==> src/rtl/dart_scoreboard_if.sv <==
// Throw, query and result signals of the dart scoreboard.
// The master drives throws and queries; the slave (the scoreboard) returns totals and results.
interface dart_scoreboard_if;
  logic       game_start;
  logic       score_valid;
  logic [2:0] player_id;
  logic [4:0] score_in;
  logic [2:0] query_id;
  logic [7:0] query_total;
  logic [1:0] state;
  logic       game_over;
  logic [2:0] winner_id;
  logic [7:0] winner_total;
  logic       tie;
  logic       error;

  modport master (
    output game_start, score_valid, player_id, score_in, query_id,
    input  query_total, state, game_over, winner_id, winner_total, tie, error
  );

  modport slave (
    input  game_start, score_valid, player_id, score_in, query_id,
    output query_total, state, game_over, winner_id, winner_total, tie, error
  );
endinterface

==> src/rtl/dart_scoreboard.sv <==
// Dart game scoreboard: credits throws per player under a quota, then scans
// the totals one player per cycle to find the winner and flag ties.
module dart_scoreboard #(
  parameter int NUM_PLAYERS       = 3,
  parameter int THROWS_PER_PLAYER = 5
) (
  input  logic              clk,
  input  logic              reset,
  dart_scoreboard_if.slave  bus
);

  typedef enum logic [1:0] {
    ST_IDLE  = 2'd0,
    ST_PLAY  = 2'd1,
    ST_TALLY = 2'd2,
    ST_DONE  = 2'd3
  } state_e;

  localparam logic [3:0] NP_L      = 4'(NUM_PLAYERS);
  localparam logic [3:0] TPP_L     = 4'(THROWS_PER_PLAYER);
  localparam logic [2:0] LAST_ID_L = 3'(NUM_PLAYERS - 1);

  state_e     state_q;
  logic [7:0] totals_q [8];
  logic [3:0] counts_q [8];
  logic [2:0] scan_idx_q;
  logic [2:0] winner_id_q;
  logic [7:0] winner_total_q;
  logic       tie_q;
  logic       error_q;
  logic       game_over_q;
  logic [7:0] query_total_q;

  logic       pid_ok_s;
  logic       quota_ok_s;
  logic       accept_s;
  logic       drop_s;
  logic [8:0] sum_s;
  logic [7:0] total_upd_d;
  logic       all_met_d;
  logic [7:0] scan_total_s;

  // Throw qualification, saturating add and quota completion check.
  always_comb begin
    pid_ok_s     = ({1'b0, bus.player_id} < NP_L);
    quota_ok_s   = (counts_q[bus.player_id] < TPP_L);
    accept_s     = (state_q == ST_PLAY) && bus.score_valid && !bus.game_start &&
                   pid_ok_s && quota_ok_s;
    drop_s       = (state_q == ST_PLAY) && bus.score_valid && !bus.game_start &&
                   !(pid_ok_s && quota_ok_s);
    sum_s        = {1'b0, totals_q[bus.player_id]} + {4'b0000, bus.score_in};
    total_upd_d  = sum_s[8] ? 8'hFF : sum_s[7:0];
    scan_total_s = totals_q[scan_idx_q];
    all_met_d    = 1'b1;
    // Counts as they will be after this edge, so the final throw moves straight to TALLY.
    for (int i = 0; i < 8; i++) begin
      if ((i < NUM_PLAYERS) &&
          ((counts_q[i] + ((accept_s && (bus.player_id == 3'(i))) ? 4'd1 : 4'd0)) != TPP_L)) begin
        all_met_d = 1'b0;
      end else begin
        all_met_d = all_met_d;
      end
    end
  end

  // Game FSM with totals, quotas, winner scan and sticky error.
  always_ff @(posedge clk or negedge reset) begin
    if (!reset) begin
      state_q        <= ST_IDLE;
      scan_idx_q     <= 3'd0;
      winner_id_q    <= 3'd0;
      winner_total_q <= 8'd0;
      tie_q          <= 1'b0;
      error_q        <= 1'b0;
      game_over_q    <= 1'b0;
      for (int i = 0; i < 8; i++) begin
        totals_q[i] <= 8'd0;
        counts_q[i] <= 4'd0;
      end
    end else if (bus.game_start) begin
      state_q        <= ST_PLAY;
      scan_idx_q     <= 3'd0;
      winner_id_q    <= 3'd0;
      winner_total_q <= 8'd0;
      tie_q          <= 1'b0;
      error_q        <= 1'b0;
      game_over_q    <= 1'b0;
      for (int i = 0; i < 8; i++) begin
        totals_q[i] <= 8'd0;
        counts_q[i] <= 4'd0;
      end
    end else begin
      case (state_q)
        ST_IDLE: begin
          state_q <= ST_IDLE;
        end
        ST_PLAY: begin
          if (accept_s) begin
            totals_q[bus.player_id] <= total_upd_d;
            counts_q[bus.player_id] <= counts_q[bus.player_id] + 4'd1;
            if (all_met_d) begin
              state_q    <= ST_TALLY;
              scan_idx_q <= 3'd0;
            end
          end else if (drop_s) begin
            error_q <= 1'b1;
          end
        end
        ST_TALLY: begin
          // Player 0 seeds the scan so an all-zero first total is not counted as a tie.
          if (scan_idx_q == 3'd0) begin
            winner_id_q    <= 3'd0;
            winner_total_q <= scan_total_s;
            tie_q          <= 1'b0;
          end else if (scan_total_s > winner_total_q) begin
            winner_id_q    <= scan_idx_q;
            winner_total_q <= scan_total_s;
            tie_q          <= 1'b0;
          end else if (scan_total_s == winner_total_q) begin
            tie_q <= 1'b1;
          end
          if (scan_idx_q == LAST_ID_L) begin
            state_q     <= ST_DONE;
            game_over_q <= 1'b1;
          end else begin
            scan_idx_q <= scan_idx_q + 3'd1;
          end
        end
        ST_DONE: begin
          state_q <= ST_DONE;
        end
        default: begin
          state_q <= ST_IDLE;
        end
      endcase
    end
  end

  // Registered read-back of the queried player's total.
  always_ff @(posedge clk or negedge reset) begin
    if (!reset) begin
      query_total_q <= 8'd0;
    end else if ({1'b0, bus.query_id} < NP_L) begin
      query_total_q <= totals_q[bus.query_id];
    end else begin
      query_total_q <= 8'd0;
    end
  end

  assign bus.query_total  = query_total_q;
  assign bus.state        = state_q;
  assign bus.game_over    = game_over_q;
  assign bus.winner_id    = winner_id_q;
  assign bus.winner_total = winner_total_q;
  assign bus.tie          = tie_q;
  assign bus.error        = error_q;

endmodule

==> src/flat_wrapper.sv <==
// flat-port wrapper written by rule: the top's interface ports become plain ports
module dart_scoreboard_flat 
#(
  parameter int NUM_PLAYERS       = 3,
  parameter int THROWS_PER_PLAYER = 5
)
  (clk, reset, bus_game_start, bus_score_valid, bus_player_id, bus_score_in, bus_query_id, bus_query_total, bus_state, bus_game_over, bus_winner_id, bus_winner_total, bus_tie, bus_error);
  dart_scoreboard_if bus_i ();
  input  logic clk;
  input  logic reset;
  input wire logic [$bits(bus_i.game_start)-1:0] bus_game_start;
  input wire logic [$bits(bus_i.score_valid)-1:0] bus_score_valid;
  input wire logic [$bits(bus_i.player_id)-1:0] bus_player_id;
  input wire logic [$bits(bus_i.score_in)-1:0] bus_score_in;
  input wire logic [$bits(bus_i.query_id)-1:0] bus_query_id;
  output wire logic [$bits(bus_i.query_total)-1:0] bus_query_total;
  output wire logic [$bits(bus_i.state)-1:0] bus_state;
  output wire logic [$bits(bus_i.game_over)-1:0] bus_game_over;
  output wire logic [$bits(bus_i.winner_id)-1:0] bus_winner_id;
  output wire logic [$bits(bus_i.winner_total)-1:0] bus_winner_total;
  output wire logic [$bits(bus_i.tie)-1:0] bus_tie;
  output wire logic [$bits(bus_i.error)-1:0] bus_error;
  assign bus_i.game_start = bus_game_start;
  assign bus_i.score_valid = bus_score_valid;
  assign bus_i.player_id = bus_player_id;
  assign bus_i.score_in = bus_score_in;
  assign bus_i.query_id = bus_query_id;
  assign bus_query_total = bus_i.query_total;
  assign bus_state = bus_i.state;
  assign bus_game_over = bus_i.game_over;
  assign bus_winner_id = bus_i.winner_id;
  assign bus_winner_total = bus_i.winner_total;
  assign bus_tie = bus_i.tie;
  assign bus_error = bus_i.error;
  dart_scoreboard #(.NUM_PLAYERS(NUM_PLAYERS), .THROWS_PER_PLAYER(THROWS_PER_PLAYER)) u_core (.clk(clk), .reset(reset), .bus(bus_i));
endmodule
==> config.mk <==
export PLATFORM = sky130hd
export DESIGN_NAME = dart_scoreboard_flat
export DESIGN_NICKNAME = d
export VERILOG_FILES = /design/src/rtl/dart_scoreboard_if.sv /design/src/rtl/dart_scoreboard.sv /design/src/flat_wrapper.sv
export SDC_FILE = /design/constraint.sdc
export NUM_CORES = 1
export LEC_CHECK = 0
export CAP_MARGIN = 20
export CORE_MARGIN = 1
export CORE_UTILIZATION = 54
export DETAILED_ROUTE_END_ITERATION = 12
export GPL_TIMING_DRIVEN = 0
export HOLD_SLACK_MARGIN = 0.1
export PLACE_DENSITY = 0.8
export SYNTH_ARGS = -nofsm -noshare
export SYNTH_HDL_FRONTEND = slang
export SYNTH_SLANG_ARGS = --single-unit
==> constraint.sdc <==
create_clock -name clk -period 3.5 [get_ports clk]
set_input_delay 0.35 -clock clk [delete_from_list [all_inputs] [get_ports clk]]
set_output_delay 0.35 -clock clk [all_outputs]
set_load 0.01 [all_outputs]
==> results.sh <==
export IMPL_fin_skew_ns=0.00615
export IMPL_nets=728
export IMPL_cts_buffers=17
export IMPL_maxSlewHeadroom_pct=56.5
export IMPL_clock_sinks=123
export IMPL_die_x_microns=114
export IMPL_final_area_sq_um=8280
export IMPL_gp_congestion=0.869
export IMPL_synth_edff_count=0
export IMPL_grt_max_degree=86
export IMPL_grt_pass1_vias=5382
export IMPL_p_total_mw=3.38
export IMPL_r2r_end="u_core.scan_idx_q[0]$_DFFE_PN0P_"
export IMPL_synth_avg_cell_area_sq_um=11.0
export IMPL_final_hold_viol_count=0
export IMPL_yosysTopAreaCell="dfrtp_1"
export IMPL_cts_root_buf="clkbuf_16"
export IMPL_syn_num_nets=660
export IMPL_diodes=0
export IMPL_ios=39
export IMPL_track_usage_pct=28.5
export IMPL_synthFlopType="dfrtp_1"
export IMPL_rows=40
export IMPL_netlist_area_leader_share_pct=45.1
export IMPL_layout_common_cells="dfrtp_1, nor2b_1, nand2_1, nor2_1, mux4_2"
export IMPL_drt_total_wl_microns=17300
export IMPL_maxSlewViolCount=0
export IMPL_grt_pass1_wl_microns=27700
export IMPL_via_per_inst=6.10
export IMPL_maxCapViolCount=0
export IMPL_hold_depth=2
export IMPL_dr_pass1_iters=5
export IMPL_ir_worst_vdd_mv=0.329
export IMPL_whs_ns=0.279
export IMPL_dp_slack_ns=-1.39
export IMPL_fin_crit_ns=3.46
export IMPL_first_iter_violations=502
export IMPL_htree_levels=4
export IMPL_drtAntennaViolNets=0
export IMPL_rrSetupSlack_ns=0.04
export IMPL_ys_ff_latch=123
export IMPL_setup_viol=0
export IMPL_chipHeight_microns=114
export IMPL_crit_type="flip-flop to flip-flop"
export IMPL_endpoint_kind="flip-flop"
export IMPL_worstPathRequired_ns=3.78
export IMPL_min_to="u_core.bus.query_total[5]$_DFF_PN0_"
export IMPL_status="finished, final reports clean"
export IMPL_drive_above_1_share_pct=19.5
export IMPL_async_reset_ff_share_pct=100
export IMPL_power_density_nw_per_um2=408
export IMPL_clock_latency_ns=0.43
export IMPL_num_vias=5304
export IMPL_rsz0062_at_grt="yes"
export IMPL_cp_max_fo=6
export IMPL_initial_core_util_pct=56.1
export IMPL_drc=0
export IMPL_fmax_ghz=0.289
export IMPL_synth_cells=620
export IMPL_antenna_found_initial=0
export IMPL_clkSlewWorstSetupHoldPaths_ns=0.06
export IMPL_timing_final_ws_setup_ns=0.0396
export IMPL_final_common_cell="dfrtp_1"
export IMPL_syn_to_final_growth_pct=21.3
export IMPL_hold_path_class="input port to flip-flop"
export IMPL_synth_warnings=0
export IMPL_placed_area_sq_um=7460
export IMPL_synth_distinct_cells=54
export IMPL_worstPathArrival_ns=3.74
export IMPL_worst_r2r_startpoint="u_core.counts_q[28]$_DFFE_PN0P_"
export IMPL_routedWlPerCell_microns=19.9
export IMPL_coreArea_sq_um=12200
export IMPL_post_route_period_util_pct=98.9
export IMPL_reg2reg_depth=18
export IMPL_io_buffers=33
export IMPL_min_from="bus_query_id[2]"
export IMPL_power_leakage_nw=3.63
export IMPL_tightest_slew_ns=0.652
export IMPL_dp_hpwl_microns=12100
export IMPL_grt_overflow=0
export IMPL_syn_cell_area_sq_um=6820
export IMPL_fp_dieArea_sq_um=13100
export IMPL_yosys_top_cells_area="dfrtp_1, mux4_2, nor2b_1"
export IMPL_cts_tree="yes"
export IMPL_cts_buffer_depth=2
export IMPL_start_kind="flip-flop"
export IMPL_synth_seq_area_share_pct=45.1
per-stage QoR:
step / TNS, ns / util, % / instances
global route: -0.389 / 68.1 / 869
global placement: -327.81 / 61.1 / 821
detailed placement: -20.71 / 61.3 / 822
floorplan: -1.15 / - / 620
CTS: 0 / 67.8 / 867
finish: 0 / 68.1 / 869
layout make-up:
class                           count  area (sq um)
Buffer                             38           273
Clock buffer                       21           470
Clock inverter                     11           119
Fill cell                         881          3880
Inverter                           30           115
Multi-Input combinational cell    427          3520
Sequential cell                   123          3080
Tap cell                          168           210
Timing Repair Buffer               51           493
registers in the layout, summed over array words and instances, names as in the netlist:
signal                   count
u_core.totals_q             64
u_core.counts_q             32
u_core.bus.query_total       8
u_core.bus.winner_total      8
u_core.bus.winner_id         3
u_core.scan_idx_q            3
u_core.bus.state             2
u_core.bus.error             1
u_core.bus.game_over         1
u_core.bus.tie               1
logic make-up (layout without fill, tap and decap cells):
| logic type | after synthesis | in the layout | synth area share [%] |
|---|---|---|---|
| AO/OA/AOI/OAI | 103 | 103 | 9.34 |
| XOR/XNOR | 2 | 2 | 0.257 |
| adder cells (fa/ha/maj) | 25 | 25 | 4.70 |
| buffers and inverters | 70 | 151 | 5.14 |
| flip-flops | 123 | 123 | 45.1 |
| multiplexers | 60 | 60 | 16.4 |
| AND/OR/NAND/NOR | 237 | 237 | 19.1 |
worst max-delay path, cell delays in order, from the launching register on:
cell and delay, ns:
dfrtp_2 0.42, mux4_2 0.47, nand2_2 0.10, nand2_4 0.06, inv_2 0.06, ha_4 0.14
o221ai_4 0.10, or3_1 0.35, buf_6 0.15, inv_4 0.05, ha_4 0.14, ha_4 0.21
nor4bb_4 0.27, nand4_1 0.13, o22ai_2 0.18, nand4b_1 0.14, buf_6 0.16, a21oi_2 0.13
a211oi_2 0.05
layer usage:
layer	part of all wire, %	track usage (%)
met5	0	0
met3	5.6	4.76
met4	2.3	11.9
met1	41	36.7
met2	51	48.1
where the power goes:
part | leakage [nW] | switching, mW | internal [mW]
Sequential | 1.71 | 0.00512 | 1.43
Combinational | 1.64 | 0.126 | 0.0775
Clock | 0.281 | 0.643 | 1.10
synthesized netlist by cell type (2+ instances only):
library cell  number
mux4_1             4
dfrtp_1          123
o21ai_1           10
nand3b_1          31
and3_1             2
a31oi_1            2
buf_6              7
ha_1              24
nor2b_1           67
nor3_1             3
inv_1             29
a41oi_1            2
nand2_1           57
mux4_2            35
a21oi_1           23
o22ai_1            6
o21ai_2            9
clkbuf_8           3
nor4bb_1           3
and2_1             8
buf_1              4
or3_1              2
o211ai_1           2
a211oi_1           5
nor2_1            39
nand4_1            6
nand4b_1           3
o31ai_1            3
a21o_1             3
nand3_1            5
o21bai_1           2
buf_2              4
nand2b_1           6
o21ai_0           29
clkbuf_1          22
mux2i_1           19
worst max-delay path by stage:
stage	start	end	slack, ns	depth (start not counted)
detailed placement	bus_player_id[2]	u_core.scan_idx_q[0]$_DFFE_PN0P_	-1.39	18
floorplan	bus_player_id[0]	u_core.scan_idx_q[0]$_DFFE_PN0P_	-0.26	21
global placement	reset	u_core.counts_q[4]$_DFFE_PN0P_	-2.53	1
global route	u_core.counts_q[24]$_DFFE_PN0P_	u_core.scan_idx_q[1]$_DFFE_PN0P_	-0.11	18
finish	u_core.counts_q[28]$_DFFE_PN0P_	u_core.scan_idx_q[0]$_DFFE_PN0P_	0.04	18
CTS	u_core.counts_q[25]$_DFFE_PN0P_	u_core.scan_idx_q[0]$_DFFE_PN0P_	0.007	17
repair_timing:
action | 4_1_cts | 5_1_grt
resized for setup | 26 | 11
pin swaps | 12 | 2
endpoints found under the hold margin | 38 | 0
setup buffers | 13 | 3
hold buffers | 1 | 0
cloned | 0 | 0
setup endpoints to repair | 30 | 19
Note: power is estimated with default switching activity, not from simulation.
